==> config.mk <==
export PLATFORM = sky130hd
export DESIGN_NAME = led_matrix_scan_ctrl_flat
export DESIGN_NICKNAME = d
export VERILOG_FILES = /design/src/rtl/led_matrix_scan_ctrl_if.sv /design/src/rtl/led_matrix_scan_ctrl.sv /design/src/flat_wrapper.sv
export SDC_FILE = /design/constraint.sdc
export NUM_CORES = 1
export LEC_CHECK = 0
export ABC_AREA = 1
export CORE_MARGIN = 2
export CORE_UTILIZATION = 45
export DETAILED_ROUTE_END_ITERATION = 16
export MAX_ROUTING_LAYER = met4
export PLACE_DENSITY_LB_ADDON = 0.08
export REMOVE_ABC_BUFFERS = 1
export SETUP_SLACK_MARGIN = 0.1
export SLEW_MARGIN = 30
export SYNTH_ARGS = -nofsm -noshare
export SYNTH_HDL_FRONTEND = slang
export SYNTH_SLANG_ARGS = --single-unit
==> constraint.sdc <==
create_clock -name clk -period 3.18 [get_ports clk]
set_clock_uncertainty 0.2 [all_clocks]
set_input_delay 0.795 -clock clk [delete_from_list [all_inputs] [get_ports clk]]
set_output_delay 0.795 -clock clk [all_outputs]
set_load 0.005 [all_outputs]
==> src/rtl/led_matrix_scan_ctrl_if.sv <==
// Signal bundle between the LED scan controller and the game/panel side.
// master = controller, slave = game logic + panel drivers.
interface led_matrix_scan_ctrl_if;
  logic        enable;
  logic        blank;
  logic [3:0]  row_addr;
  logic [15:0] fb_data;
  logic        frame_start;
  logic        CSDI;
  logic        CCLK;
  logic        RSDI;
  logic        RCLK;
  logic        LE;
  logic        OEB;

  modport master (
    input  enable, blank, fb_data,
    output row_addr, frame_start, CSDI, CCLK, RSDI, RCLK, LE, OEB
  );
  modport slave (
    output enable, blank, fb_data,
    input  row_addr, frame_start, CSDI, CCLK, RSDI, RCLK, LE, OEB
  );
endinterface

==> src/rtl/led_matrix_scan_ctrl.sv <==
// Row-scan sequencer for a 16x16 LED matrix: fetches a framebuffer row, shifts
// columns then the row-select bit, latches, and holds the row lit.
module led_matrix_scan_ctrl #(
  parameter int DIV  = 2,
  parameter int HOLD = 256
) (
  input  logic                   clk,
  input  logic                   reset_n,
  led_matrix_scan_ctrl_if.master bus
);
  localparam int MAXC = (32 * DIV > HOLD) ? 32 * DIV : HOLD;
  localparam int CW   = $clog2(MAXC);
  localparam logic [CW-1:0] BIT_END  = CW'(2 * DIV - 1);
  localparam logic [CW-1:0] LE_END   = CW'(DIV - 1);
  localparam logic [CW-1:0] HOLD_END = CW'(HOLD - 1);
  localparam logic [CW-1:0] HALF     = CW'(DIV);

  typedef enum logic [2:0] {
    S_IDLE, S_FETCH, S_SCOL, S_SROW, S_LATCH, S_DISP
  } state_t;

  state_t        state_q, state_d;
  logic [CW-1:0] cnt_q, cnt_d;
  logic [3:0]    bit_q, bit_d;
  logic [3:0]    row_q, row_d;
  logic [15:0]   sreg_q, sreg_d;
  logic [3:0]    row_addr_q, row_addr_d;
  logic          frame_start_q, frame_start_d;
  logic          csdi_q, csdi_d;
  logic          cclk_q, cclk_d;
  logic          rsdi_q, rsdi_d;
  logic          rclk_q, rclk_d;
  logic          le_q, le_d;
  logic          oeb_q, oeb_d;
  logic          fetch_go;

  always_comb begin
    state_d = state_q;
    cnt_d   = cnt_q;
    bit_d   = bit_q;
    row_d   = row_q;
    sreg_d  = sreg_q;
    unique case (state_q)
      S_IDLE: begin
        if (bus.enable) begin
          state_d = S_FETCH;
          cnt_d   = '0;
        end
      end
      S_FETCH: begin
        if (cnt_q == '0) begin
          cnt_d = CW'(1);
        end else begin
          // read data arrives one clock after row_addr was presented
          sreg_d  = bus.fb_data;
          state_d = S_SCOL;
          cnt_d   = '0;
          bit_d   = '0;
        end
      end
      S_SCOL: begin
        if (cnt_q == BIT_END) begin
          cnt_d  = '0;
          sreg_d = {sreg_q[14:0], 1'b0};
          if (bit_q == 4'd15) state_d = S_SROW;
          else                bit_d   = bit_q + 4'd1;
        end else begin
          cnt_d = cnt_q + CW'(1);
        end
      end
      S_SROW: begin
        if (cnt_q == BIT_END) begin
          cnt_d   = '0;
          state_d = S_LATCH;
        end else begin
          cnt_d = cnt_q + CW'(1);
        end
      end
      S_LATCH: begin
        if (cnt_q == LE_END) begin
          cnt_d   = '0;
          state_d = S_DISP;
        end else begin
          cnt_d = cnt_q + CW'(1);
        end
      end
      S_DISP: begin
        if (cnt_q == HOLD_END) begin
          cnt_d   = '0;
          row_d   = row_q + 4'd1;
          state_d = bus.enable ? S_FETCH : S_IDLE;
        end else begin
          cnt_d = cnt_q + CW'(1);
        end
      end
      default: state_d = S_IDLE;
    endcase

    // Outputs are registered, so they are derived from the next-cycle state.
    fetch_go      = (state_d == S_FETCH) && (state_q != S_FETCH);
    row_addr_d    = fetch_go ? row_d : row_addr_q;
    frame_start_d = fetch_go && (row_d == 4'd0);
    csdi_d        = (state_d == S_SCOL) && sreg_d[15];
    cclk_d        = (state_d == S_SCOL) && (cnt_d >= HALF);
    rsdi_d        = (state_d == S_SROW) && (row_q == 4'd0);
    rclk_d        = (state_d == S_SROW) && (cnt_d >= HALF);
    le_d          = (state_d == S_LATCH);
    oeb_d         = (state_d != S_DISP);
  end

  always_ff @(posedge clk or negedge reset_n) begin
    if (!reset_n) begin
      state_q       <= S_IDLE;
      cnt_q         <= '0;
      bit_q         <= '0;
      row_q         <= '0;
      sreg_q        <= '0;
      row_addr_q    <= '0;
      frame_start_q <= 1'b0;
      csdi_q        <= 1'b0;
      cclk_q        <= 1'b0;
      rsdi_q        <= 1'b0;
      rclk_q        <= 1'b0;
      le_q          <= 1'b0;
      oeb_q         <= 1'b1;
    end else begin
      state_q       <= state_d;
      cnt_q         <= cnt_d;
      bit_q         <= bit_d;
      row_q         <= row_d;
      sreg_q        <= sreg_d;
      row_addr_q    <= row_addr_d;
      frame_start_q <= frame_start_d;
      csdi_q        <= csdi_d;
      cclk_q        <= cclk_d;
      rsdi_q        <= rsdi_d;
      rclk_q        <= rclk_d;
      le_q          <= le_d;
      oeb_q         <= oeb_d;
    end
  end

  assign bus.row_addr    = row_addr_q;
  assign bus.frame_start = frame_start_q;
  assign bus.CSDI        = csdi_q;
  assign bus.CCLK        = cclk_q;
  assign bus.RSDI        = rsdi_q;
  assign bus.RCLK        = rclk_q;
  assign bus.LE          = le_q;
  // blank acts immediately; scan timing is unaffected
  assign bus.OEB         = oeb_q | bus.blank;
endmodule

==> src/flat_wrapper.sv <==
// flat-port wrapper written by rule: the top's interface ports become plain ports
module led_matrix_scan_ctrl_flat 
#(
  parameter int DIV  = 2,
  parameter int HOLD = 256
)
  (clk, reset_n, bus_enable, bus_blank, bus_fb_data, bus_row_addr, bus_frame_start, bus_CSDI, bus_CCLK, bus_RSDI, bus_RCLK, bus_LE, bus_OEB);
  led_matrix_scan_ctrl_if bus_i ();
  input  logic clk;
  input  logic reset_n;
  input wire logic [$bits(bus_i.enable)-1:0] bus_enable;
  input wire logic [$bits(bus_i.blank)-1:0] bus_blank;
  input wire logic [$bits(bus_i.fb_data)-1:0] bus_fb_data;
  output wire logic [$bits(bus_i.row_addr)-1:0] bus_row_addr;
  output wire logic [$bits(bus_i.frame_start)-1:0] bus_frame_start;
  output wire logic [$bits(bus_i.CSDI)-1:0] bus_CSDI;
  output wire logic [$bits(bus_i.CCLK)-1:0] bus_CCLK;
  output wire logic [$bits(bus_i.RSDI)-1:0] bus_RSDI;
  output wire logic [$bits(bus_i.RCLK)-1:0] bus_RCLK;
  output wire logic [$bits(bus_i.LE)-1:0] bus_LE;
  output wire logic [$bits(bus_i.OEB)-1:0] bus_OEB;
  assign bus_i.enable = bus_enable;
  assign bus_i.blank = bus_blank;
  assign bus_i.fb_data = bus_fb_data;
  assign bus_row_addr = bus_i.row_addr;
  assign bus_frame_start = bus_i.frame_start;
  assign bus_CSDI = bus_i.CSDI;
  assign bus_CCLK = bus_i.CCLK;
  assign bus_RSDI = bus_i.RSDI;
  assign bus_RCLK = bus_i.RCLK;
  assign bus_LE = bus_i.LE;
  assign bus_OEB = bus_i.OEB;
  led_matrix_scan_ctrl #(.DIV(DIV), .HOLD(HOLD)) u_core (.clk(clk), .reset_n(reset_n), .bus(bus_i));
endmodule
==> summary.txt, run 1 <==
Route
  • Via count: 2043
  • Post-DRT Antenna Nets: 0
  • WL final: 5180 um
  • Iter 0 DRT Violations: 84
  • DR vias/cell: 4.98
  • First-pass DRT Iterations: 4
  • Drt drc: 0
  • Wire per inst: 12.6 um

Layout
  • Multi-input logic area: 0.00114 mm^2
  • Final instance area: 0.00293 mm^2
  • Share of layout cells above drive strength 1: 0.115
  • Fillers: 532
  • Final #Nets: 363
  • Final cell count without fillers: 410
  • Area added between synthesis and finish: 18.4%
  • Antenna cells: 0
  • Register area: 0.00115 mm^2

Logic synthesis
  • Gate Count Post-Synth: 304
  • Flops & latches, synth: 46
  • Ys Warns: 0
  • Post-synth top flop: dfrtp_1
  • Syn avg cell area: 8.15 um^2
  • Area leader, netlist: dfrtp_1
  • Post-synth EDFFs: 0
  • Mapped Area: 0.00248 mm^2
  • Top-area cell type share of the netlist area: 0.454
  • Sequential share of the synthesized area: 0.465
  • Synth top area cells: dfrtp_1, nand3_1, nand2_1
  • Fraction of registers with async set/reset: 1.00
  • Netlist cell types: 39

Critical path
  • CP max FO: 1
  • RR Endpoint: u_core.bit_q[0]
  • Crit-path cells: clkdlybuf4s50_1 -> or2_2 -> clkdlybuf4s50_1
  • Peak per-stage delay on the critical path: 0.44 ns
  • Slowest cell on crit path: clkdlybuf4s50_1
  • Worst R2R Path Depth: 12
  • Crit path kind: primary input to output pin
  • Critical path buffers and inverters: 2
  • Worst R2R Start: u_core.state_q[1]
  • Family with the most delay on the worst path: buffers and inverters
  • CP endpoint kind: output pin
  • Worst path arrival time: 1.91 ns
  • Worst Setup Start Kind: primary input
  • Most frequent CP cell: clkdlybuf4s50_1
  • CP required: 2.18 ns
  • Register-to-register setup slack: 0.85 ns

Timing
  • Peak Freq: 344 MHz
  • Final Setup Violations: 0
  • RSZ-0062 raised after global routing: no
  • Hold Violations, Final: 0
  • Setup TNS: 0 ns
  • Final Cycle Share: 0.914
  • Slew HR: 0.676
  • Max-slew violation count: 0
  • Fin crit period: 2.91 ns
  • Worst-margin pin slew: 0.484 ns
  • Worst hold slack: 0.206 ns

Floorplan
  • Initial Utilization: 0.459
  • Die W: 78.2 um
  • CORE AREA: 0.00541 mm^2
  • Io pins: 31
  • Die height: 78.2 um
  • Die ar.: 0.00612 mm^2
  • Row count: 27

Pwr
  • Tot Pwr: 982 uW
  • Peak supply drop: 0.174 mV
  • PD cells: 335 mW/mm^2
  • Lkg Pwr: 1.45 nW

CTS
  • Clk buf depth: 2
  • Setup Fix Bufs, Post-CTS: 0
  • CTS tree: yes
  • Reg clk slew, reported paths: 0.08 ns
  • Clk sinks: 46
  • CTS root buf: clkbuf_8
  • H-tree depth: 2
  • Clock Latency Late Sink: 0.30 ns
  • PostCTS Resize Cnt: 0
  • TritonCTS Buffers: 5
  • CTS Hold Bufs: 0

Global routing
  • GR Util All Layers: 0.195
  • Met3 GRT Util: 0.0368
  • GRT overflow: 0
  • First-pass GRT wire length: 9180 um
  • Vias in the first global route: 2032
  • Met2 GRT Util: 0.312
  • Top Usage Layer GRT: met2
  • GRT met1 Usage: 0.255
  • Largest net degree at the start of global routing: 32
  • Initial antenna violation count: 0

Outcome
  • Outcome: completed

Place
  • Placed Area: 0.00285 mm^2
  • Placed Cells: 402
  • DP HPWL: 3690 um
  • Port buffer count: 30
  • Final Wtd Congestion: 0.826

Worst hold path
  • Worst Hold Class: primary input to asynchronous set/reset pin

Job
  • Max capacitance violation total: 0
==> cell usage after synthesis, types with 2 or more instances <==
cell type / instances
inv_2: 6
clkbuf_1: 2
o21a_1: 2
inv_4: 2
o21ai_1: 5
a21oi_1: 5
nand4_1: 6
nor2_4: 3
nand3_1: 59
nand2_2: 7
inv_1: 31
nor2_2: 2
nor3_1: 3
buf_4: 2
o21ai_0: 8
ha_1: 6
xor2_1: 2
nand2_1: 69
dfrtp_1: 45
o31ai_1: 2
nor2_1: 19
==> area by class of cell <==
cell class	instances	share of cell area
Clock buffer	6	0.0247
Clock inverter	2	0.00469
Inverter	39	0.0516
Multi-Input combinational cell	213	0.390
Sequential cell	46	0.393
Tap cell	72	0.0307
Timing Repair Buffer	32	0.106
==> metrics by stage <==
step	utilization	setup WS [ns]
6_report	0.543	0.274
5_1_grt	0.543	0.231
4_1_cts	0.543	0.265
3_5_place_dp	0.527	0.268
3_3_place_gp	0.527	0.278
2_1_floorplan	-	1.11
==> metal layers <==
layer,up-vias,routed length (um)
li1,1063,-
met5,-,0
met4,0,73
met2,33,2340
met3,9,157
met1,938,2610
==> worst max path at each step <==
stage          cells after the start  startpoint  slack [ns]      end
3_3_place_gp                       3   bus_blank        0.28  bus_OEB
6_report                           3   bus_blank        0.27  bus_OEB
5_1_grt                            3   bus_blank        0.23  bus_OEB
4_1_cts                            3   bus_blank        0.27  bus_OEB
2_1_floorplan                      1   bus_blank        1.11  bus_OEB
3_5_place_dp                       3   bus_blank        0.27  bus_OEB
==> worst register-to-register path: cells and delay by family, from the launching register on <==
kind | cells | cell delay (ns)
buffers and inverters | 4 | 0.64
and+or+nand+nor | 5 | 0.64
DFF | 1 | 0.45
AOI/OAI and AO/OA | 3 | 0.31
==> state kept, by name, indices dropped and copies added, names as in the netlist <==
signal	count
u_core.bus.CSDI	1
u_core.sreg_q	16
u_core.bus.CCLK	1
u_core.bus.RCLK	1
u_core.state_q	3
u_core.row_q	4
u_core.bus.LE	1
u_core.bus.RSDI	1
u_core.bus.frame_start	1
u_core.cnt_q	8
u_core.bus.row_addr	4
u_core.oeb_q	1
u_core.bit_q	4
==> report_power, final <==
group,switching (mW),internal [mW],total (mW),leakage (nW)
Combinational,0.0169,0.0233,0.0402,0.795
Sequential,0.00129,0.588,0.589,0.613
Clock,0.198,0.155,0.353,0.0452
Total,0.216,0.766,0.982,1.45
==> logic make-up (layout without fill, tap and decap cells) <==
logic type                 after synthesis  count (layout)  synth area share
buffers and inverters                   45              79            0.0737
and+or+nand+nor                        176             176             0.348
xor gates and xnor gates                 3               3            0.0136
adders and majority gates                6               6            0.0303
AOI/OAI and AO/OA                       28              28            0.0697
DFF                                     46              46             0.465
==> cells in the final DEF, fill, tap and decap left out, types with 2 or more instances in the layout <==
master           Yosys  routed
nand2_1             69      69
nand3_1             59      59
dfrtp_1             45      45
inv_1               31      31
clkdlybuf4s50_1      0      29
nor2_1              19      19
o21ai_0              8       8
nand2_2              7       7
inv_2                6       6
nand4_1              6       6
ha_1                 6       6
o21ai_1              5       5
a21oi_1              5       5
clkbuf_8             0       5
nor2_4               3       3
nor3_1               3       3
nor2_2               2       2
o31ai_1              2       2
inv_4                2       2
xor2_1               2       2
o21a_1               2       2
buf_4                2       2
Power figures use the tool's default switching activity.
==> run 2: changes to the inputs <==
--- a/config.mk
+++ b/config.mk
@@ -6,13 +6,16 @@
 export NUM_CORES = 1
 export LEC_CHECK = 0
 export ABC_AREA = 1
+export ABC_CLOCK_PERIOD_IN_PS = 3180
 export CORE_MARGIN = 2
 export CORE_UTILIZATION = 45
+export CTS_CLUSTER_SIZE = 14
 export DETAILED_ROUTE_END_ITERATION = 16
 export MAX_ROUTING_LAYER = met4
 export PLACE_DENSITY_LB_ADDON = 0.08
 export REMOVE_ABC_BUFFERS = 1
 export SETUP_SLACK_MARGIN = 0.1
+export SKIP_CTS_REPAIR_TIMING = 1
 export SLEW_MARGIN = 30
 export SYNTH_ARGS = -nofsm -noshare
 export SYNTH_HDL_FRONTEND = slang
==> results of run 2 <==
Same layout as run 1: the final DEF is identical, and so are final timing and power.
